[src/rtl/digit_value_renderer.sv]
// rtl/digit_value_renderer.sv - binary value to a row of scaled seven-segment decimal glyphs in the pixel stream
module digit_value_renderer #(
    parameter int         VALUE_W    = 10,
    parameter int         NUM_DIGITS = 3,
    parameter int         SCALE_LOG2 = 1,
    parameter int         ORIGIN_X   = 0,
    parameter int         ORIGIN_Y   = 0,
    parameter int         LZ_BLANK   = 1,
    parameter logic [5:0] FG         = 6'b000000,
    parameter logic [5:0] BG         = 6'b111111
) (
    input  logic               clk,
    input  logic               reset_n,
    input  logic [VALUE_W-1:0] value_in,
    input  logic               value_valid,
    output logic               value_ready,
    input  logic [9:0]         hcount,
    input  logic [9:0]         vcount,
    input  logic               pix_valid_in,
    output logic [5:0]         pixel,
    output logic               pix_valid_out
);

    function automatic int pow10(input int n);
        int r;
        r = 1;
        for (int i = 0; i < n; i++) r = r * 10;
        return r;
    endfunction

    localparam int BCD_W       = 4 * NUM_DIGITS;
    localparam int CNT_W       = $clog2(VALUE_W + 1);
    localparam int FIELD_W     = NUM_DIGITS * 8 * (1 << SCALE_LOG2);
    localparam int FIELD_H     = 16 * (1 << SCALE_LOG2);
    localparam logic [63:0] MAX_VAL = 64'(pow10(NUM_DIGITS) - 1);

    localparam logic [1:0] ST_IDLE    = 2'd0;
    localparam logic [1:0] ST_CONVERT = 2'd1;
    localparam logic [1:0] ST_HOLD    = 2'd2;

    // segment bits are {a,b,c,d,e,f,g}
    function automatic logic [6:0] seg_decode(input logic [3:0] d);
        case (d)
            4'd0:    seg_decode = 7'b1111110;
            4'd1:    seg_decode = 7'b0110000;
            4'd2:    seg_decode = 7'b1101101;
            4'd3:    seg_decode = 7'b1111001;
            4'd4:    seg_decode = 7'b0110011;
            4'd5:    seg_decode = 7'b1011011;
            4'd6:    seg_decode = 7'b1011111;
            4'd7:    seg_decode = 7'b1110000;
            4'd8:    seg_decode = 7'b1111111;
            4'd9:    seg_decode = 7'b1111011;
            default: seg_decode = 7'b0000000;
        endcase
    endfunction

    function automatic logic seg_lit(input logic [6:0] seg, input logic [3:0] row, input logic [2:0] col);
        logic inner, left, right, upper, lower;
        inner = (col >= 3'd1) && (col <= 3'd6);
        left  = (col == 3'd1);
        right = (col == 3'd6);
        upper = (row >= 4'd1) && (row <= 4'd8);
        lower = (row >= 4'd8) && (row <= 4'd14);
        seg_lit = (seg[6] && inner && (row == 4'd1  || row == 4'd2))
               || (seg[0] && inner && (row == 4'd7  || row == 4'd8))
               || (seg[3] && inner && (row == 4'd13 || row == 4'd14))
               || (seg[1] && left  && upper)
               || (seg[5] && right && upper)
               || (seg[2] && left  && lower)
               || (seg[4] && right && lower);
    endfunction

    logic [1:0]         state_q, state_d;
    logic [VALUE_W-1:0] bin_q, bin_d;
    logic [BCD_W-1:0]   bcd_q, bcd_d, bcd_adj;
    logic [CNT_W-1:0]   cnt_q, cnt_d;
    logic               ovf_q, ovf_d;
    logic [BCD_W-1:0]   disp_q, disp_d;
    logic               disp_ovf_q, disp_ovf_d;
    logic               frame_start;
    logic [63:0]        value_ext;

    assign frame_start = pix_valid_in && (hcount == 10'd0) && (vcount == 10'd0);
    assign value_ext   = 64'(value_in);
    assign value_ready = (state_q == ST_IDLE);

    always_comb begin
        state_d    = state_q;
        bin_d      = bin_q;
        bcd_d      = bcd_q;
        cnt_d      = cnt_q;
        ovf_d      = ovf_q;
        disp_d     = disp_q;
        disp_ovf_d = disp_ovf_q;
        bcd_adj    = bcd_q;
        for (int i = 0; i < NUM_DIGITS; i++) begin
            if (bcd_q[4*i +: 4] >= 4'd5) bcd_adj[4*i +: 4] = bcd_q[4*i +: 4] + 4'd3;
        end
        case (state_q)
            ST_IDLE: begin
                if (value_valid) begin
                    bin_d   = value_in;
                    bcd_d   = '0;
                    cnt_d   = '0;
                    ovf_d   = (value_ext > MAX_VAL);
                    state_d = ST_CONVERT;
                end
            end
            ST_CONVERT: begin
                // digits beyond NUM_DIGITS fall off the top; such values are flagged as overflow anyway
                {bcd_d, bin_d} = {bcd_adj[BCD_W-2:0], bin_q, 1'b0};
                cnt_d = cnt_q + CNT_W'(1);
                if (cnt_q == CNT_W'(VALUE_W - 1)) state_d = ST_HOLD;
            end
            ST_HOLD: begin
                if (frame_start) begin
                    disp_d     = bcd_q;
                    disp_ovf_d = ovf_q;
                    state_d    = ST_IDLE;
                end
            end
            default: state_d = ST_IDLE;
        endcase
    end

    logic [6:0] seg_tab [8];
    logic       lead;
    logic [3:0] digit;

    always_comb begin
        lead  = (LZ_BLANK != 0);
        digit = 4'd0;
        for (int k = 0; k < 8; k++) seg_tab[k] = 7'd0;
        for (int k = 0; k < NUM_DIGITS; k++) begin
            digit = disp_q[4*(NUM_DIGITS-1-k) +: 4];
            if (digit != 4'd0) lead = 1'b0;
            if (disp_ovf_q)                         seg_tab[k] = 7'b0000001;
            else if (lead && (k != NUM_DIGITS - 1)) seg_tab[k] = 7'd0;
            else                                    seg_tab[k] = seg_decode(digit);
        end
    end

    int         xoff, yoff;
    logic       s1_in_d;
    logic [2:0] s1_cell_d, s1_col_d;
    logic [3:0] s1_row_d;

    always_comb begin
        xoff      = int'({22'd0, hcount}) - ORIGIN_X;
        yoff      = int'({22'd0, vcount}) - ORIGIN_Y;
        s1_in_d   = (xoff >= 0) && (xoff < FIELD_W) && (yoff >= 0) && (yoff < FIELD_H);
        s1_cell_d = 3'(xoff >>> (3 + SCALE_LOG2));
        s1_col_d  = 3'(xoff >>> SCALE_LOG2);
        s1_row_d  = 4'(yoff >>> SCALE_LOG2);
    end

    logic       s1_valid_q, s1_in_q;
    logic [2:0] s1_cell_q, s1_col_q;
    logic [3:0] s1_row_q;
    logic [5:0] pixel_q, pixel_d;
    logic       pv2_q;

    always_comb begin
        pixel_d = BG;
        if (s1_valid_q && s1_in_q && seg_lit(seg_tab[s1_cell_q], s1_row_q, s1_col_q)) pixel_d = FG;
    end

    always_ff @(posedge clk or negedge reset_n) begin
        if (!reset_n) begin
            state_q    <= ST_IDLE;
            bin_q      <= '0;
            bcd_q      <= '0;
            cnt_q      <= '0;
            ovf_q      <= 1'b0;
            disp_q     <= '0;
            disp_ovf_q <= 1'b0;
            s1_valid_q <= 1'b0;
            s1_in_q    <= 1'b0;
            s1_cell_q  <= '0;
            s1_col_q   <= '0;
            s1_row_q   <= '0;
            pixel_q    <= BG;
            pv2_q      <= 1'b0;
        end else begin
            state_q    <= state_d;
            bin_q      <= bin_d;
            bcd_q      <= bcd_d;
            cnt_q      <= cnt_d;
            ovf_q      <= ovf_d;
            disp_q     <= disp_d;
            disp_ovf_q <= disp_ovf_d;
            s1_valid_q <= pix_valid_in;
            s1_in_q    <= s1_in_d;
            s1_cell_q  <= s1_cell_d;
            s1_col_q   <= s1_col_d;
            s1_row_q   <= s1_row_d;
            pixel_q    <= pixel_d;
            pv2_q      <= s1_valid_q;
        end
    end

    assign pixel         = pixel_q;
    assign pix_valid_out = pv2_q;

endmodule

[config.mk]
export PLATFORM = sky130hd
export DESIGN_NAME = digit_value_renderer
export DESIGN_NICKNAME = d
export VERILOG_FILES = /design/src/rtl/digit_value_renderer.sv
export SDC_FILE = /design/constraint.sdc
export NUM_CORES = 1
export LEC_CHECK = 0
export CAP_MARGIN = 20
export CORE_MARGIN = 2
export CORE_UTILIZATION = 30
export DETAILED_ROUTE_END_ITERATION = 10
export GPL_TIMING_DRIVEN = 0
export PLACE_DENSITY = 0.51
export SYNTH_ARGS = -nofsm -noshare
export SYNTH_HDL_FRONTEND = slang
export SYNTH_SLANG_ARGS = --single-unit
[constraint.sdc]
create_clock -name clk -period 4.85 [get_ports clk]
set_input_delay 1.2125 -clock clk [delete_from_list [all_inputs] [get_ports clk]]
set_output_delay 1.2125 -clock clk [all_outputs]
set_load 0.02 [all_outputs]
After elaboration in Yosys (flattened, before gate mapping):

Memories as Yosys holds them, arrays and structs flattened.
Cells that the tools add are included.

* reduce and logical (&&, ||, !) cells: 43
* $mul: 0
* $add $sub $neg: 4
* bitwise gates (word level): 1
* divide/modulo/power cells: 0
* $lt $le $gt $ge: 15
* eq/ne operators: 14
* mux-type cells: 24
* shift-type cells: 0

Operators with widths (number)
* $mux W7: 7
* $logic_and A1 B1 Y1: 24
* $pmux W12 S2: 1
* $bmux W7 S3: 1
* $ge A10 B1 Y1 const B: 2
* $logic_not A10 Y1: 2
* $lt A10 B6 Y1 const B: 2
* $pmux W10 S2: 1
* $eq A4 B4 Y1 const B: 4
* $ge A4 B3 Y1 const B: 3
* $mux W12: 1
* $mux W4: 3
* $gt A10 B10 Y1 const B: 1
* $mux W10: 1
* $logic_or A1 B1 Y1: 9
* $add A4 B2 Y4 const B: 2
* $ge A4 B4 Y1 const B: 2
* $le A4 B4 Y1 const B: 2
* $pmux W4 S2: 1
* $reduce_bool A4 Y1: 2
* $mux W2: 3
* $mux W6: 1
* $ne A2 B2 Y1 const B: 3
* $pmux W2 S3: 1
* 19 further kinds: 22

* flip-flop bits (word level): 61
* latch bits: 0
* output and inout port bits: 8
* memory bits (writable): 0
* memory bits (read-only): 336
* bits of input ports: 34
* memories kept: 3

Memory list
* (no name shown): words 16, width 7, read ports 1, clocked after memory_dff 0, write ports 0, line 43 `case (d)`
* (no name shown): words 16, width 7, read ports 1, clocked after memory_dff 0, write ports 0, line 43
* (no name shown): words 16, width 7, read ports 1, clocked after memory_dff 0, write ports 0, line 43

Depth between registers and ports, before layout:

* word-level depth: 18
* mapped depth: 8

Worst setup path before layout:

OpenSTA, ideal clock, no wires.

* kind: input to register
* from: in hcount[7]
* to: reg disp_ovf_q
* arrival: 2461 ps
* stages: 5
* buffers on the path: 1
* path slack: 2264 ps
* cells stage by stage: nor4_1 nand3_1 nor3_1 buf_2 mux2_2

* longest elaborated chain between the ends: 4

Ends and longest elaborated chain
* start, declared: line 17 `input logic [9:0] hcount,`
* $logic_not A10 Y1: line 84 `assign frame_start = pix_valid_in && (hcount == 10'd0) && (vcount == 10'd0);`
* $logic_and A1 B1 Y1 (2 in series): line 84
* $reduce_and A2 Y1 (no source line)
* end signal, assigned: line 192 `disp_ovf_q <= disp_ovf_d;`
* end, declared: line 80 `logic disp_ovf_q, disp_ovf_d;`

No other way between the ends.
A chain may end at the register's enable or synchronous reset.

Worst setup path in the final report:

* from: in hcount[4]
* to: reg disp_q[6]

* longest elaborated chain between the ends: 4

Ends and longest elaborated chain
* $logic_not A10 Y1: line 84
* $logic_and A1 B1 Y1 (2 in series): line 84
* $reduce_and A2 Y1 (no source line)
* end signal, assigned: line 191 `disp_q <= disp_d;`
* end, declared: line 79 `logic [BCD_W-1:0] disp_q, disp_d;`

No other way between the ends.

==> summary.txt <==
Critical path
  • Max incr delay on CP: 0.45 ns
  • R2R Path Start: disp_q[5]
  • Worst Reg-to-Reg Cells: 8
  • Crit path DAT: 3.18 ns
  • R2r setup slk: 2.72 ns
  • Worst-path cell chain: clkdlybuf4s50_1 > nor4b_1 > nand3_1 > nor3_1 > buf_2 > mux2_2
  • Crit path launch type: input pin
  • Worst r2r dst: pixel[4]
  • Critical path class: in -> reg
  • Worst path depth: 6
  • CP top delay family: simple AND/OR/NAND/NOR gates
  • CP max stage cell: clkdlybuf4s50_1
  • Crit path buf inv count: 2
  • CP Capture Type: flop
  • Crit Path Max Fanout: 10
  • Critical path startpoint: hcount[4]
  • Critical Path Sink: disp_q[6]
  • Worst Path Required: 5.06 ns

Placed design
  • GP Congestion: 0.780
  • Dpl ws: 1.50 ns
  • Port buffer count: 41
  • Hpwl dp: 5.48 mm

Layout
  • Layout net count: 453
  • Fillers: 1079
  • Layout area overhead: 21.4%
  • Seq. cell area: 1400 um2
  • # diodes: 0
  • Multi-input logic area: 1610 um2
  • Layout cells sized above 1: 0.0657

Logic synthesis
  • Biggest area consumer among synthesized cells: dfrtp_1
  • Mean post-synth cell area: 9.19 um2
  • Synth Net Count: 404
  • Syn Inst Count: 346
  • Post-synth EDFFs: 0
  • Post-synth top area share: 0.433
  • Post-synth top flop: dfrtp_1
  • Syn Std Cell Area: 3180 um2
  • Sequential cell area fraction in the yosys report: 0.441
  • Area contributors post-synth: dfrtp_1 (43%), ha_1 (9.4%), nand2_1 (4.7%), o21ai_0 (4.4%), nor2_1 (3.4%)
  • Fraction of registers with async set/reset: 1.00
  • Yosys warning count: 0
  • Post-synth cell types: 48
  • Seq cells post-synth: 56

Detailed routing
  • Vias per inst: 4.90
  • Initial DRC count: 93
  • DRC: 0
  • Via Count: 2606
  • Pre-antenna DRT Iters: 4
  • Drt wl/cell: 13.8 um
  • Detailed-route wire length: 7.33 mm
  • Routed Antenna Nets: 0

Timing
  • RSZ-0062 raised after global routing: false
  • Minimum clock period: 2.97 ns
  • Rel. slew slack: 0.616
  • Final setup viols: 0
  • Max-slew violations: 0
  • Final Hold Vio Count: 0
  • Layout Skew: 0.0151 ns
  • Worst-Margin Slew: 0.575 ns
  • Tcrit/Tclk final: 0.613
  • Final TNS setup: 0 ns
  • Worst Setup Slack, final: 1.88 ns
  • F_max: 0.336 GHz

Global routing
  • Vias in the first global route: 2611
  • Initial antenna violation count: 0
  • Largest net degree at the start of global routing: 34
  • Gr ovfl total: 0
  • Global-route wire length before repair: 12.5 mm
  • Total GRT Usage: 0.138

Floorplanning
  • I/O pin total: 42
  • Core Region: 10300 um2
  • Die Width: 107 um
  • Die ar.: 11400 um2
  • Die height: 107 um
  • Initial Util: 0.308
  • Num rows: 37

Clock tree
  • CTS tree: done
  • Worst-path clk slew: 0.10 ns
  • Clock Path Buffers: 2
  • # resized after CTS: 0
  • CTS HTree Levels: 2
  • Worst-Skew Late Latency: 0.33 ns
  • Setup bufs post-CTS: 0
  • Root Buffer: clkbuf_8
  • TritonCTS Sinks: 56
  • CTS Buf Count: 5
  • Cts hold-fix bufs: 0

Power
  • Total leakage power: 1.64 nW
  • Worst VDD drop: 0.179 mV
  • Power per cell area: 377 nW/um2
  • Power Total: 1.45 mW

Worst hold path
  • Hold_sp: s1_valid_q
  • Hold Crit Class: reg -> reg

Status
  • Status: completed

Flow run
  • Max cap viols: 0
[synthesized netlist by cell type, drive strengths merged, types with 5 or more instances]
cell,count
dfrtp,55
nand2,40
nor2,29
o21ai,28
ha,24
nand3,19
inv,17
a21oi,16
clkbuf,12
nand2b,9
buf,8
a22oi,7
o31ai,6
xnor2,6
mux2,5
nor2b,5
nor3,5
nor4,5
o22ai,5
[placed cells by master (no fill, tap or decap), drive strengths merged, types with 6 or more instances in the layout]
cell type and count:
dfrtp 55, clkdlybuf4s50 40, nand3 19, buf 10, a22oi 7, o31ai 6
o21ai 28, xnor2 6, ha 24, inv 18, nand2b 9, a21oi 16
nor2 29, clkbuf 18, nand2 40
[area by class of cell]
| type | instances | share of cell area |
|---|---|---|
| multi-input combinational | 253 | 0.417 |
| sequential | 56 | 0.363 |
| timing repair buffer | 42 | 0.110 |
| tap | 136 | 0.0441 |
| buffer | 20 | 0.0269 |
| clock buffer | 6 | 0.0188 |
| inverter | 17 | 0.0165 |
| clock inverter | 2 | 0.00356 |
[power breakdown]
part	internal [mW]	switching, mW
registers	0.579	0.0984
logic	0.215	0.292
clock network	0.104	0.168
[flip-flops by register name, indices dropped and copies added, names as in the netlist, 2 cells and up]
name	count
bcd_q	12
bin_q	10
cnt_q	4
disp_q	12
s1_cell_q	3
s1_col_q	3
s1_row_q	4
state_q	2
[routing by layer]
layer | share of wire | track usage
met1 | 0.49 | 0.180
met3 | 0.040 | 0.0328
met4 | 0.0035 | 0.0250
met2 | 0.47 | 0.235
met5 | 0 | 0
[kinds of logic after synthesis]
kind of cell | after synthesis | share of synthesized area
adders and majority gates | 24 | 0.0945
muxes | 6 | 0.0209
AOI/OAI and AO/OA | 84 | 0.170
xor gates and xnor gates | 9 | 0.0248
and+or+nand+nor | 130 | 0.196
DFF | 56 | 0.441
buffers and inverters | 37 | 0.0527
[per-stage QoR]
| step | std cells | hold WS (ns) | util | cell area (um2) |
|---|---|---|---|---|
| after floorplan | 346 | 0.354 | - | 3180 |
| after global placement | 523 | 0.371 | 0.364 | 3760 |
| after detailed placement | 524 | 0.371 | 0.366 | 3770 |
| after CTS | 532 | 0.397 | 0.374 | 3860 |
| after global routing | 532 | 0.426 | 0.374 | 3860 |
| final | 532 | 0.391 | 0.374 | 3860 |
[worst min path at each step]
stage | slack [ns] | cells after the start | end
2_1_floorplan | 0.35 | 0 | pix_valid_out
3_3_place_gp | 0.37 | 0 | pix_valid_out
3_5_place_dp | 0.37 | 0 | pix_valid_out
4_1_cts | 0.40 | 0 | pix_valid_out
5_1_grt | 0.43 | 0 | pix_valid_out
6_report | 0.39 | 0 | pix_valid_out
No activity file was read; power rests on OpenSTA's default activity.
